--- src/rtl/gpp_calc_pkg.sv ---
// Shared types and constants for the calculator ALU sequencer.
// Optional feature macro: ALU_SEQ_BRANCH_EN (adds BRZ/BRN).
package gpp_calc_pkg;

    localparam int unsigned DATA_W = 16;
    localparam int unsigned PC_W   = 8;
    localparam int unsigned OPC_W  = 6;
    localparam int unsigned IMM_W  = 9;
    localparam int unsigned FLAG_W = 4;

    localparam logic [OPC_W-1:0] OP_NOP = 6'b000000;
    localparam logic [OPC_W-1:0] OP_LDX = 6'b000001;
    localparam logic [OPC_W-1:0] OP_LDY = 6'b000010;
    localparam logic [OPC_W-1:0] OP_LDA = 6'b000011;
    localparam logic [OPC_W-1:0] OP_ADD = 6'b001101;
    localparam logic [OPC_W-1:0] OP_BRZ = 6'b100000;
    localparam logic [OPC_W-1:0] OP_BRN = 6'b100001;
    localparam logic [OPC_W-1:0] OP_HLT = 6'b111111;

    localparam int unsigned FLAG_V = 0;
    localparam int unsigned FLAG_C = 1;
    localparam int unsigned FLAG_N = 2;
    localparam int unsigned FLAG_Z = 3;

    typedef enum logic [2:0] {
        IDLE,
        DECODE,
        EXEC,
        WB,
        HALT
    } state_t;

    typedef enum logic [1:0] {
        LD_NONE,
        LD_X,
        LD_Y,
        LD_A
    } ld_tgt_t;

    typedef struct packed {
        logic [OPC_W-1:0] opcode;
        logic             rsel;
        logic [IMM_W-1:0] imm;
    } instr_t;

    // Sign-extend the 9-bit immediate to the datapath width
    function automatic logic [DATA_W-1:0] sext9(input logic [IMM_W-1:0] imm);
        return {{(DATA_W-IMM_W){imm[IMM_W-1]}}, imm};
    endfunction

endpackage

--- src/rtl/alu_seq_ctrl_if.sv ---
// Fetch and ALU side signals of the sequencer.
interface alu_seq_ctrl_if;
    import gpp_calc_pkg::*;

    logic                instr_valid;
    logic                instr_ready;
    instr_t              instr;
    logic [PC_W-1:0]     pc;
    logic                alu_en;
    logic [OPC_W-1:0]    alu_opcode;
    logic                alu_ra;
    logic [DATA_W-1:0]   alu_imm;
    logic [DATA_W-1:0]   acc;
    logic [DATA_W-1:0]   x;
    logic [DATA_W-1:0]   y;
    logic [DATA_W-1:0]   alu_res;
    logic [FLAG_W-1:0]   alu_flags;
    logic [FLAG_W-1:0]   flags;
    logic                busy;
    logic                halted;
    logic                illegal;

    // Fetch unit plus external ALU
    modport master (
        output instr_valid, instr, alu_res, alu_flags,
        input  instr_ready, pc, alu_en, alu_opcode, alu_ra, alu_imm,
               acc, x, y, flags, busy, halted, illegal
    );

    // Sequencer
    modport slave (
        input  instr_valid, instr, alu_res, alu_flags,
        output instr_ready, pc, alu_en, alu_opcode, alu_ra, alu_imm,
               acc, x, y, flags, busy, halted, illegal
    );

endinterface

--- src/rtl/alu_seq_decode.sv ---
// Combinational opcode decode for the ALU sequencer.
// BRZ/BRN are decoded only when ALU_SEQ_BRANCH_EN is defined.
module alu_seq_decode
    import gpp_calc_pkg::*;
(
    input  logic [OPC_W-1:0] opcode,
    output state_t           next_state_c,
    output ld_tgt_t          ld_tgt_c,
    output logic             is_branch_c,
    output logic             illegal_c
);

    // Map opcode to the state after DECODE and its side effects
    always_comb begin
        next_state_c = IDLE;
        ld_tgt_c     = LD_NONE;
        is_branch_c  = 1'b0;
        illegal_c    = 1'b0;
        case (opcode)
            OP_NOP: ;
            OP_LDX: ld_tgt_c = LD_X;
            OP_LDY: ld_tgt_c = LD_Y;
            OP_LDA: ld_tgt_c = LD_A;
            OP_ADD: next_state_c = EXEC;
            OP_HLT: next_state_c = HALT;
`ifdef ALU_SEQ_BRANCH_EN
            OP_BRZ, OP_BRN: is_branch_c = 1'b1;
`endif
            default: illegal_c = 1'b1;
        endcase
    end

endmodule

--- src/rtl/alu_seq_ctrl.sv ---
// Single-issue sequencer driving the external calculator ALU.
// Owns ACC/X/Y/flags; ADD is issued to the ALU for one EXEC cycle.
// Optional feature macro: ALU_SEQ_BRANCH_EN (BRZ/BRN, resolved in DECODE).
module alu_seq_ctrl
    import gpp_calc_pkg::*;
(
    input  logic         clk,
    input  logic         rst,
    alu_seq_ctrl_if.slave bus
);

    state_t              state;
    instr_t              ir;
    logic [PC_W-1:0]     pc_q;
    logic [DATA_W-1:0]   acc_q, x_q, y_q;
    logic [FLAG_W-1:0]   flags_q;
    logic                alu_en_q, alu_ra_q;
    logic [OPC_W-1:0]    alu_opcode_q;
    logic [DATA_W-1:0]   alu_imm_q;
    logic                ready_q, busy_q, halted_q, illegal_q;

    state_t              dec_next_c;
    ld_tgt_t             dec_ld_c;
    logic                dec_branch_c;
    logic                dec_illegal_c;
    logic                br_cond_c;
    logic                take_br_c;

    alu_seq_decode u_decode (
        .opcode       (ir.opcode),
        .next_state_c (dec_next_c),
        .ld_tgt_c     (dec_ld_c),
        .is_branch_c  (dec_branch_c),
        .illegal_c    (dec_illegal_c)
    );

    // Branch condition: opcode bit 0 picks N (BRN) over Z (BRZ)
`ifdef ALU_SEQ_BRANCH_EN
    assign br_cond_c = ir.opcode[0] ? flags_q[FLAG_N] : flags_q[FLAG_Z];
`else
    assign br_cond_c = 1'b0;
`endif
    assign take_br_c = dec_branch_c & br_cond_c;

    // Sequencer FSM with all outputs registered
    always_ff @(posedge clk or negedge rst) begin
        if (!rst) begin
            state        <= IDLE;
            ir           <= '0;
            pc_q         <= '0;
            acc_q        <= '0;
            x_q          <= '0;
            y_q          <= '0;
            flags_q      <= '0;
            alu_en_q     <= 1'b0;
            alu_ra_q     <= 1'b0;
            alu_opcode_q <= '0;
            alu_imm_q    <= '0;
            ready_q      <= 1'b1;
            busy_q       <= 1'b0;
            halted_q     <= 1'b0;
            illegal_q    <= 1'b0;
        end else begin
            case (state)
                IDLE: begin
                    if (bus.instr_valid) begin
                        ir      <= bus.instr;
                        pc_q    <= pc_q + PC_W'(1);
                        state   <= DECODE;
                        ready_q <= 1'b0;
                        busy_q  <= 1'b1;
                    end
                end
                DECODE: begin
                    state <= dec_next_c;
                    case (dec_ld_c)
                        LD_X:    x_q   <= sext9(ir.imm);
                        LD_Y:    y_q   <= sext9(ir.imm);
                        LD_A:    acc_q <= sext9(ir.imm);
                        default: ;
                    endcase
                    if (dec_illegal_c) begin
                        illegal_q <= 1'b1;
                    end
                    // pc already points past the branch, so subtract one
                    if (take_br_c) begin
                        pc_q <= pc_q + PC_W'(sext9(ir.imm)) - PC_W'(1);
                    end
                    case (dec_next_c)
                        IDLE: begin
                            ready_q <= 1'b1;
                            busy_q  <= 1'b0;
                        end
                        EXEC: begin
                            alu_en_q     <= 1'b1;
                            alu_opcode_q <= ir.opcode;
                            alu_ra_q     <= ir.rsel;
                            alu_imm_q    <= sext9(ir.imm);
                        end
                        HALT:    halted_q <= 1'b1;
                        default: ;
                    endcase
                end
                EXEC: begin
                    alu_en_q <= 1'b0;
                    state    <= WB;
                end
                WB: begin
                    acc_q   <= bus.alu_res;
                    flags_q <= bus.alu_flags;
                    state   <= IDLE;
                    ready_q <= 1'b1;
                    busy_q  <= 1'b0;
                end
                HALT: ;
                default: state <= IDLE;
            endcase
        end
    end

    assign bus.instr_ready = ready_q;
    assign bus.pc          = pc_q;
    assign bus.alu_en      = alu_en_q;
    assign bus.alu_opcode  = alu_opcode_q;
    assign bus.alu_ra      = alu_ra_q;
    assign bus.alu_imm     = alu_imm_q;
    assign bus.acc         = acc_q;
    assign bus.x           = x_q;
    assign bus.y           = y_q;
    assign bus.flags       = flags_q;
    assign bus.busy        = busy_q;
    assign bus.halted      = halted_q;
    assign bus.illegal     = illegal_q;

endmodule

--- src/flat_wrapper.sv ---
// flat-port wrapper written by rule: the top's interface ports become plain ports
module alu_seq_ctrl_flat import gpp_calc_pkg::*;
  (clk, rst, bus_instr_valid, bus_instr, bus_alu_res, bus_alu_flags, bus_instr_ready, bus_pc, bus_alu_en, bus_alu_opcode, bus_alu_ra, bus_alu_imm, bus_acc, bus_x, bus_y, bus_flags, bus_busy, bus_halted, bus_illegal);
  alu_seq_ctrl_if bus_i ();
  input  logic clk;
  input  logic rst;
  input wire logic [$bits(bus_i.instr_valid)-1:0] bus_instr_valid;
  input wire logic [$bits(bus_i.instr)-1:0] bus_instr;
  input wire logic [$bits(bus_i.alu_res)-1:0] bus_alu_res;
  input wire logic [$bits(bus_i.alu_flags)-1:0] bus_alu_flags;
  output wire logic [$bits(bus_i.instr_ready)-1:0] bus_instr_ready;
  output wire logic [$bits(bus_i.pc)-1:0] bus_pc;
  output wire logic [$bits(bus_i.alu_en)-1:0] bus_alu_en;
  output wire logic [$bits(bus_i.alu_opcode)-1:0] bus_alu_opcode;
  output wire logic [$bits(bus_i.alu_ra)-1:0] bus_alu_ra;
  output wire logic [$bits(bus_i.alu_imm)-1:0] bus_alu_imm;
  output wire logic [$bits(bus_i.acc)-1:0] bus_acc;
  output wire logic [$bits(bus_i.x)-1:0] bus_x;
  output wire logic [$bits(bus_i.y)-1:0] bus_y;
  output wire logic [$bits(bus_i.flags)-1:0] bus_flags;
  output wire logic [$bits(bus_i.busy)-1:0] bus_busy;
  output wire logic [$bits(bus_i.halted)-1:0] bus_halted;
  output wire logic [$bits(bus_i.illegal)-1:0] bus_illegal;
  assign bus_i.instr_valid = bus_instr_valid;
  assign bus_i.instr = bus_instr;
  assign bus_i.alu_res = bus_alu_res;
  assign bus_i.alu_flags = bus_alu_flags;
  assign bus_instr_ready = bus_i.instr_ready;
  assign bus_pc = bus_i.pc;
  assign bus_alu_en = bus_i.alu_en;
  assign bus_alu_opcode = bus_i.alu_opcode;
  assign bus_alu_ra = bus_i.alu_ra;
  assign bus_alu_imm = bus_i.alu_imm;
  assign bus_acc = bus_i.acc;
  assign bus_x = bus_i.x;
  assign bus_y = bus_i.y;
  assign bus_flags = bus_i.flags;
  assign bus_busy = bus_i.busy;
  assign bus_halted = bus_i.halted;
  assign bus_illegal = bus_i.illegal;
  alu_seq_ctrl u_core (.clk(clk), .rst(rst), .bus(bus_i));
endmodule
--- config.mk ---
export PLATFORM = sky130hd
export DESIGN_NAME = alu_seq_ctrl_flat
export DESIGN_NICKNAME = d
export VERILOG_FILES = /design/src/rtl/gpp_calc_pkg.sv /design/src/rtl/alu_seq_ctrl_if.sv /design/src/rtl/alu_seq_decode.sv /design/src/rtl/alu_seq_ctrl.sv /design/src/flat_wrapper.sv
export SDC_FILE = /design/constraint.sdc
export NUM_CORES = 1
export LEC_CHECK = 0
export ABC_AREA = 0
export CORE_MARGIN = 2
export CORE_UTILIZATION = 30
export CTS_BUF_LIST = sky130_fd_sc_hd__clkbuf_8
export DETAILED_ROUTE_END_ITERATION = 7
export SLEW_MARGIN = 10
export SYNTH_ARGS = -nofsm -noshare
export SYNTH_HDL_FRONTEND = slang
export SYNTH_HIERARCHICAL = 1
export SYNTH_SLANG_ARGS = --single-unit
--- constraint.sdc ---
create_clock -name clk -period 4.97 [get_ports clk]
set_input_delay 0.7455 -clock clk [delete_from_list [all_inputs] [get_ports clk]]
set_output_delay 0.7455 -clock clk [all_outputs]
set_load 0.01 [all_outputs]
==> reports/summary.txt <==
CTS root buf: clkbuf_8
Die Width: 116 um
commonest non-fill, non-tap cell in the layout: clkdlybuf4s50_1
total CTS buffers: 9
CP arrival: 2.92 ns
Ant. Diodes: 0
Tot GR Track Use: 14.3%
Worst Setup End Kind: register
CP max FO: 21
clk sinks: 86
Avg WL per Cell: 15.5 um
worst hold slack: 0.256 ns
die height: 116 um
vias in the first global route: 2637
Layout Skew: 0.0147 ns
WP buf/inv: 1
Relative slew margins: 20.2%
fin crit share: 53.6%
post-CTS sizing: 0
first-pass GRT wire length: 14300 um
pin count of the biggest net entering global routing: 87
die area: 13500 sq um
Critical Path, Cell by Cell: nor3b_4 -> nand4bb_1 -> buf_4 -> mux2_4
Pre-antenna DRT Iters: 4
Place WS: 2.16 ns
Avg Cell Area, Syn: 12.2 sq um
CTS tree: built
CP Class: reg2reg
Reg area: 2150 sq um
multi-input logic area: 1340 sq um
total gr overflow: 0
DR iter-0 viols: 88
number of nets in the layout: 455
CP top delay family: simple AND/OR/NAND/NOR gates
post-detail-place hpwl: 6440 um
Max clock buf depth: 2
Total Power: 3.07 mW
CORE AREA: 12500 sq um
endpoints failing hold: 0
row count: 41
initial core utilization: 30.3%
Antenna Violating Nets Remaining: 0
vias: 2614
Top Ports: 127
vias per inst: 4.42
Residual DRC: 0
Post-Syn Instances: 311
slowest CP cell: dfrtp_1
Tightest Pin Transition: 1.19 ns
setup bufs post-CTS: 0
Leak: 2.37 nW
post-route setup TNS: 0 ns
RSZ-0062 raised after global routing: false
Worst-Skew Late Latency: 0.38 ns
yosys warns: 6
Post-Syn Area: 3780 sq um
Final setup viols: 0
Worst setup startpoint: u_core/state[1]
Required @ worst endpoint: 5.23 ns
most frequent cells in the layout: clkdlybuf4s50_1, dfrtp_1, nand2_1
outcome: complete, no violations
Worst Hold Class: in2async
Area Overhead vs Synth: 39.1%
initial antenna violation count: 0
filler cell count: 1190
setup ws final: 2.31 ns
number of I/O port buffers: 126
final WL: 9190 um
layout cell share with drive strength beyond 1: 15.0%
Post-CTS Hold Fix Bufs: 0
Startpoint Class: register
H-tree levels: 3
clk slew on worst S/H paths: 0.10 ns
RR Startpoint: u_core/state[1]
Final min period: 2.66 ns
Final Wtd Congestion: 0.739
Slowest Stage Delay on Critical Path: 0.65 ns
max-cap violations: 0
Fmax: 0.375 GHz
maximum VDD drop: 0.216 mV
fin. max-slew vios: 0
Power Dens Cells: 583 nW/um^2
syn_nets: 351
-- sequential cells by signal, summed over array words and instances, names as in the netlist --
signal,cells
u_core/bus.alu_imm,9
u_core/bus.pc,8
u_core/bus.flags,4
u_core/bus.alu_en,1
u_core/bus.alu_ra,1
u_core/bus.illegal,1
u_core/bus.alu_opcode,6
u_core/bus.acc,16
u_core/ir,16
u_core/state,3
u_core/bus.halted,1
u_core/bus.y,9
u_core/bus.busy,1
u_core/bus.instr_ready,1
u_core/bus.x,9
-- worst register-to-register path: stages (launching register included) --
cell,delay (ns)
dfrtp_1,0.65
nor3b_4,0.58
nand4bb_1,0.59
buf_4,0.42
mux2_4,0.31
-- metal layers --
metal  GRT usage, %  routed length (um)  vias up
li1               -                   -     1252
met1           19.1                4230     1285
met2           21.6                4280       66
met3           3.89                 505       11
met5              0                   0        -
met4           6.43                 172        0
-- cell type report --
cell class | count | share of cell area (%)
flip-flops and latches | 86 | 40.9
multi-input cells | 185 | 25.5
repair buffers | 128 | 24.6
well taps | 172 | 4.09
clock buffers | 9 | 2.35
clock inverters | 6 | 2.12
inverters | 5 | 0.357
-- per-stage QoR --
stage                     instances  area [sq um]  util, %
final                           591          5260     42.2
after global routing            591          5260     42.2
after CTS                       590          5230     42.0
after detailed placement        575          5000     40.1
after global placement          575          5000     40.1
after floorplan                 311          3780        -
-- worst paths after layout --
path	depth (start not counted)	end	slack, ns
max in group asynchronous	2	u_core/bus.instr_ready	4.05
min	1	u_core/ir[4]	0.26
max reg2reg	4	u_core/bus.alu_imm[5]	2.31
max	4	u_core/bus.alu_imm[5]	2.31
min reg2reg	1	u_core/bus.illegal	0.47
min in group clk	1	u_core/bus.illegal	0.47
-- report_power, final --
part	internal (mW)	switching [mW]	total, mW
clock network	0.331	0.255	0.586
logic	0.782	0.461	1.24
registers	0.989	0.248	1.24
Power figures use the tool's default switching activity.
